### src/rtl/music_speech_host_fifo_pkg.sv
// music_speech_host_fifo_pkg: address offsets, status bit positions and soft-reset states
package music_speech_host_fifo_pkg;
    localparam logic [15:0] CTRL_OFS  = 16'd0;
    localparam logic [15:0] DATA_OFS  = 16'd1;
    localparam int          EMPTY_BIT = 7;
    localparam int          FULL_BIT  = 6;
    localparam int          OVF_BIT   = 5;
    localparam int          BUSY_W    = 5;
    typedef enum logic {IDLE, PULSE} rst_state_t;
endpackage

### src/rtl/music_speech_host_fifo_sync_byte_fifo.sv
// sync_byte_fifo: host-to-SOC byte FIFO with push/pop/flush; head byte reads as zero when empty
module sync_byte_fifo #(
    parameter int DEPTH = 16
) (
    input  logic       clk,
    input  logic       reset_n,
    input  logic       push,
    input  logic       pop,
    input  logic       flush,
    input  logic [7:0] wr_data,
    output logic [7:0] rd_data,
    output logic       empty,
    output logic       full
);
    localparam int AW = $clog2(DEPTH);
    localparam int CW = AW + 1;
    logic [7:0] mem [DEPTH];
    logic [AW-1:0] wr_ptr, rd_ptr;
    logic [CW-1:0] cnt;
    logic do_pop, do_push;
    assign empty   = cnt == '0;
    assign full    = cnt == CW'(DEPTH);
    assign do_pop  = pop && !empty;
    // a pop frees the slot this same cycle, so a full FIFO still accepts the push
    assign do_push = push && (!full || do_pop);
    assign rd_data = empty ? 8'h00 : mem[rd_ptr];
    always_ff @(posedge clk or negedge reset_n) begin
        if (!reset_n) begin
            wr_ptr <= '0;
            rd_ptr <= '0;
            cnt    <= '0;
        end else if (flush) begin
            wr_ptr <= '0;
            rd_ptr <= '0;
            cnt    <= '0;
        end else begin
            if (do_push) wr_ptr <= wr_ptr + AW'(1);
            if (do_pop) rd_ptr <= rd_ptr + AW'(1);
            cnt <= cnt + CW'(do_push) - CW'(do_pop);
        end
    end
    always_ff @(posedge clk) begin
        if (do_push && !flush) mem[wr_ptr] <= wr_data;
    end
endmodule

### src/rtl/music_speech_host_fifo.sv
// music_speech_host_fifo: CPU-side byte FIFO to the sound SOC with status register and soft-reset pulse
module music_speech_host_fifo
    import music_speech_host_fifo_pkg::*;
#(
    parameter logic [1:0]  SLOT       = 2'b01,
    parameter logic [15:0] BASE_ADRS  = 16'hFF7D,
    parameter int          FIFO_DEPTH = 16,
    parameter int          NUM_CH     = 2,
    parameter int          RST_CYCLES = 64
) (
    input  logic              CLK,
    input  logic              RESET_N,
    input  logic              CLK_EN,
    input  logic [1:0]        MPI_SCS,
    input  logic [15:0]       ADDRESS,
    input  logic              RW_N,
    input  logic [7:0]        WRITE_DATA,
    output logic [7:0]        READ_DATA,
    input  logic [NUM_CH-1:0] CH_BUSY,
    input  logic              SOC_POP,
    input  logic              SOC_FLUSH,
    output logic [7:0]        SOC_DATA,
    output logic              SOC_INT_N,
    output logic              SYS_RESET_N
);
    rst_state_t state, state_n;
    logic [15:0] cnt, cnt_n;
    logic sel, ctrl_wr, data_wr, stat_rd, start, push, ovf_evt, overflow;
    logic empty, full;
    assign sel     = CLK_EN && MPI_SCS == SLOT;
    assign ctrl_wr = sel && !RW_N && ADDRESS == BASE_ADRS + CTRL_OFS;
    assign data_wr = sel && !RW_N && ADDRESS == BASE_ADRS + DATA_OFS;
    assign stat_rd = sel && RW_N && ADDRESS == BASE_ADRS + CTRL_OFS;
    assign start   = ctrl_wr && WRITE_DATA[0];
    assign push    = data_wr && state == IDLE;
    // a byte lost to a flush is not an overflow
    assign ovf_evt = push && full && !SOC_POP && !SOC_FLUSH;
    sync_byte_fifo #(.DEPTH(FIFO_DEPTH)) u_fifo (
        .clk    (CLK),
        .reset_n(RESET_N),
        .push   (push),
        .pop    (SOC_POP),
        .flush  (SOC_FLUSH || start),
        .wr_data(WRITE_DATA),
        .rd_data(SOC_DATA),
        .empty  (empty),
        .full   (full)
    );
    always_ff @(posedge CLK or negedge RESET_N) begin
        if (!RESET_N) begin
            state    <= IDLE;
            cnt      <= '0;
            overflow <= 1'b0;
        end else begin
            state    <= state_n;
            cnt      <= cnt_n;
            overflow <= start ? 1'b0 : ovf_evt ? 1'b1 : stat_rd ? 1'b0 : overflow;
        end
    end
    always_comb begin
        state_n = state;
        cnt_n   = cnt;
        if (state == IDLE) begin
            if (start) begin
                state_n = PULSE;
                cnt_n   = 16'(RST_CYCLES - 1);
            end
        end else if (ctrl_wr) begin
            state_n = WRITE_DATA[0] ? PULSE : IDLE;
            cnt_n   = WRITE_DATA[0] ? 16'(RST_CYCLES - 1) : 16'd0;
        end else if (cnt == 16'd0) begin
            state_n = IDLE;
        end else begin
            cnt_n = cnt - 16'd1;
        end
    end
    assign READ_DATA   = {empty, full, overflow, BUSY_W'(CH_BUSY)};
    assign SOC_INT_N   = empty;
    assign SYS_RESET_N = RESET_N && state == IDLE;
endmodule

### config.mk
export PLATFORM = sky130hd
export DESIGN_NAME = music_speech_host_fifo
export DESIGN_NICKNAME = d
export VERILOG_FILES = /design/src/rtl/music_speech_host_fifo_pkg.sv /design/src/rtl/music_speech_host_fifo_sync_byte_fifo.sv /design/src/rtl/music_speech_host_fifo.sv
export SDC_FILE = /design/constraint.sdc
export NUM_CORES = 1
export LEC_CHECK = 0
export BUFFER_PORTS_ARGS = -buffer_cell sky130_fd_sc_hd__buf_2
export CORE_UTILIZATION = 54
export DETAILED_ROUTE_END_ITERATION = 10
export GPL_TIMING_DRIVEN = 0
export PLACE_DENSITY = 0.85
export SYNTH_ARGS = -nofsm -noshare
export SYNTH_HDL_FRONTEND = slang
export SYNTH_SLANG_ARGS = --single-unit
### constraint.sdc
create_clock -name CLK -period 3.42 [get_ports CLK]
set_input_delay 0.513 -clock CLK [delete_from_list [all_inputs] [get_ports CLK]]
set_output_delay 0.513 -clock CLK [all_outputs]
set_load 0.03 [all_outputs]
==> results.toml <==
[logic_synthesis]
yosysWarningCount = 0
yosysMostFrequentCell = "edfxtp_1"
yosys_most_used_dff = "edfxtp_1"
ys_seq_area_share_pct = 65.45
syn_area_um2 = 7058
yosys.area.top_type = "edfxtp_1"
netlist_instances = 440
netlist_top_cells_area = "edfxtp_1 54%, mux4_2 13%, dfrtp_1 11%"
synth_top_area_share_pct = 54.46
synth_edf_count = 128
synth_seq_cells = 159
synth.distinct_cells = 58
netlist_top_cells_count = "128 x edfxtp_1, 40 x mux4_2, 32 x nor2_1, 31 x dfrtp_1, 17 x inv_1"
async_flop_share_pct = 19.50
syn_avg_cell_area_um2 = 16.04

[floorplan]
core_um2 = 12670
die_y_um = 116.3
dieArea_um2 = 13530
fp.dieW_um = 116.3
rows = 41
start_util_pct = 55.70
boundaryPins = 52

[critical_path]
cp-start-kind = "flip-flop"
critPathRequiredTime_ns = 2.91
crit_type = "reg2out"
endpoint_kind = "output pin"
crit_path_max_fanout = 10
critPathArrivalTime_ns = 2.79

[placement]
dp_hpwl_um = 10020
place_area_um2 = 7537
post-place-ws_ns = -0.3140
portBuffers = 46
gp_congestion = 0.9360

[grt]
track_usage_pct = 25.03
grt_first_pass_wirelength_um = 23810
grt_pass1_vias = 4266
grt_max_degree = 33
grt_overflow = 0
antenna_found_initial = 0

[timing]
worstMarginPinSlew_ns = 1.051
tns_ns = 0
slew_headroom_pct = 29.54
slew_violations = 0
max_freq_mhz = 303.1
final.setup.worst_slack_ns = 0.1213
hold_viol_final = 0
setup_violations = 0
fin_skew_ns = 0.007960
whs_ns = 0.1367
period_share_pct = 96.45
period_needed_ns = 3.299
rsz0062_at_grt = "false"

[route]
num_vias = 4304
vias_per_cell = 6.220
drc_errors = 0
drt-pass1-iter-count = 5
ant_nets = 0
drtIter0Drc = 460
wl_per_cell_um = 22.56
wirelength_um = 15610

[pwr]
powerDensity_nw_per_um2 = 650.7
vdd_drop_max_uv = 347.1
leakagePower_uw = 0.002867

[cts]
ctsLongestPathBuffers = 2
h-tree-depth = 4
ctsRootBufferMaster = "clkbuf_16"
cts.sinks = 159
tritoncts = "done"
clock_latency_ns = 0.43
clkSlewWorstSetupHoldPaths_ns = 0.06
numCtsBuffers = 17

[min_path]
hold_class = "in2async"

[cells_and_area]
drive_above_1_share_pct = 29.23
stdcell_area_um2 = 8122
diodes = 0
fillCellCount = 862
final_nets = 554
utilization_pct = 64.10
area_delta_synth_final_pct = 15.07

[status]
outcome = "finished, final reports clean"

[run]
maxCapViolCount = 0
cell families after synthesis:
| family | synth area share (%) |
|---|---|
| adders and majority gates | 2.411 |
| other | 0.05313 |
| AOI/OAI and AO/OA | 4.290 |
| buffers and inverters | 3.474 |
| and+or+nand+nor | 9.715 |
| muxes | 13.49 |
| DFF | 65.45 |
| xor gates and xnor gates | 1.117 |
path summary, 6_finish.rpt:
kind | from | endpoint | slack [ns] | cells after the start
min in group CLK | SOC_FLUSH | u_fifo.wr_ptr[3]$_DFFE_PN0P_ | 0.46 | 3
setup reg to reg | state$_DFF_PN0_ | u_fifo.mem[12][3]$_DFFE_PP_ | 0.33 | 6
max in group asynchronous | RESET_N | cnt[2]$_DFFE_PN0P_ | 2.82 | 1
hold / removal | RESET_N | u_fifo.cnt[4]$_DFF_PN0_ | 0.14 | 1
setup / recovery | u_fifo.rd_ptr[0]$_DFFE_PN0P_ | SOC_DATA[4] | 0.12 | 5
hold reg to reg | cnt[9]$_DFFE_PN0P_ | cnt[9]$_DFFE_PN0P_ | 0.56 | 2
timing repair:
| item | CTS | global route |
|---|---|---|
| setup buffers | 0 | 1 |
| endpoints found under the setup margin | 10 | 3 |
| hold buffers | 0 | 0 |
| gates resized for setup | 7 | 0 |
power by group:
part | internal, uW | switching (uW)
registers | 2130 | 54.4
logic | 588 | 713
clock network | 1010 | 791
area by class of cell:
class / count / area, um2 / share of cell area, %
inverter: 17 / 63.81 / 0.7857
sequential: 159 / 4619 / 56.88
tap: 172 / 215.2 / 2.650
timing repair buffer: 47 / 237.7 / 2.927
multi-input combinational: 236 / 2236 / 27.53
clock inverter: 14 / 131.4 / 1.618
clock buffer: 18 / 429.2 / 5.284
buffer: 29 / 188.9 / 2.326
metrics by stage:
| stage | total power [uW] | instances |
|---|---|---|
| final | 5285 | 692 |
| after global routing | 5480 | 692 |
| after CTS | 5276 | 691 |
| after detailed placement | 3480 | 660 |
| after global placement | 3433 | 660 |
| after floorplan | 3135 | 442 |
sequential cells by signal, summed over array words and instances, names as in the netlist:
signal,flops
u_fifo.mem,128
u_fifo.cnt,5
u_fifo.rd_ptr,4
u_fifo.wr_ptr,4
cnt,16
state,1
overflow,1
routing by layer:
metal	vias to the layer above	GRT usage [%]	share of wire (%)
li1	1846	-	-
met1	2175	32.85	40
met2	245	40.91	50
met3	38	5.812	7.1
met4	0	9.744	2.4
met5	-	0	0
worst max-delay path: stages (launching register included):
cell	delay (ns)
dfrtp_1	0.60
buf_4	0.35
mux4_2	0.59
mux4_2	0.48
nor2b_1	0.15
buf_2	0.19
placed cells by master (no fill, tap or decap), types with 3 or more instances in the layout:
cell type | Yosys | layout
inv_1 | 17 | 17
xnor2_1 | 5 | 5
ha_1 | 12 | 12
clkinv_4 | 0 | 3
dfrtp_1 | 31 | 31
nand4b_1 | 3 | 3
or3_1 | 8 | 8
nor3_1 | 11 | 7
or4_1 | 7 | 7
nor3_2 | 1 | 5
conb_1 | 1 | 3
nand2_1 | 12 | 12
a211oi_1 | 3 | 3
nand2b_1 | 5 | 5
buf_6 | 3 | 3
buf_4 | 8 | 12
clkbuf_16 | 0 | 17
nor4_1 | 6 | 6
nand3_1 | 6 | 6
nor2b_1 | 10 | 10
clkbuf_1 | 12 | 9
mux4_2 | 40 | 40
edfxtp_1 | 128 | 128
clkbuf_2 | 0 | 3
inv_6 | 0 | 4
a21oi_1 | 15 | 15
o21ai_0 | 3 | 3
or2_2 | 3 | 3
buf_2 | 5 | 48
xor2_1 | 4 | 4
nor2_1 | 32 | 32
o31ai_1 | 7 | 7
mux2i_1 | 4 | 4
Power figures use the tool's default switching activity.
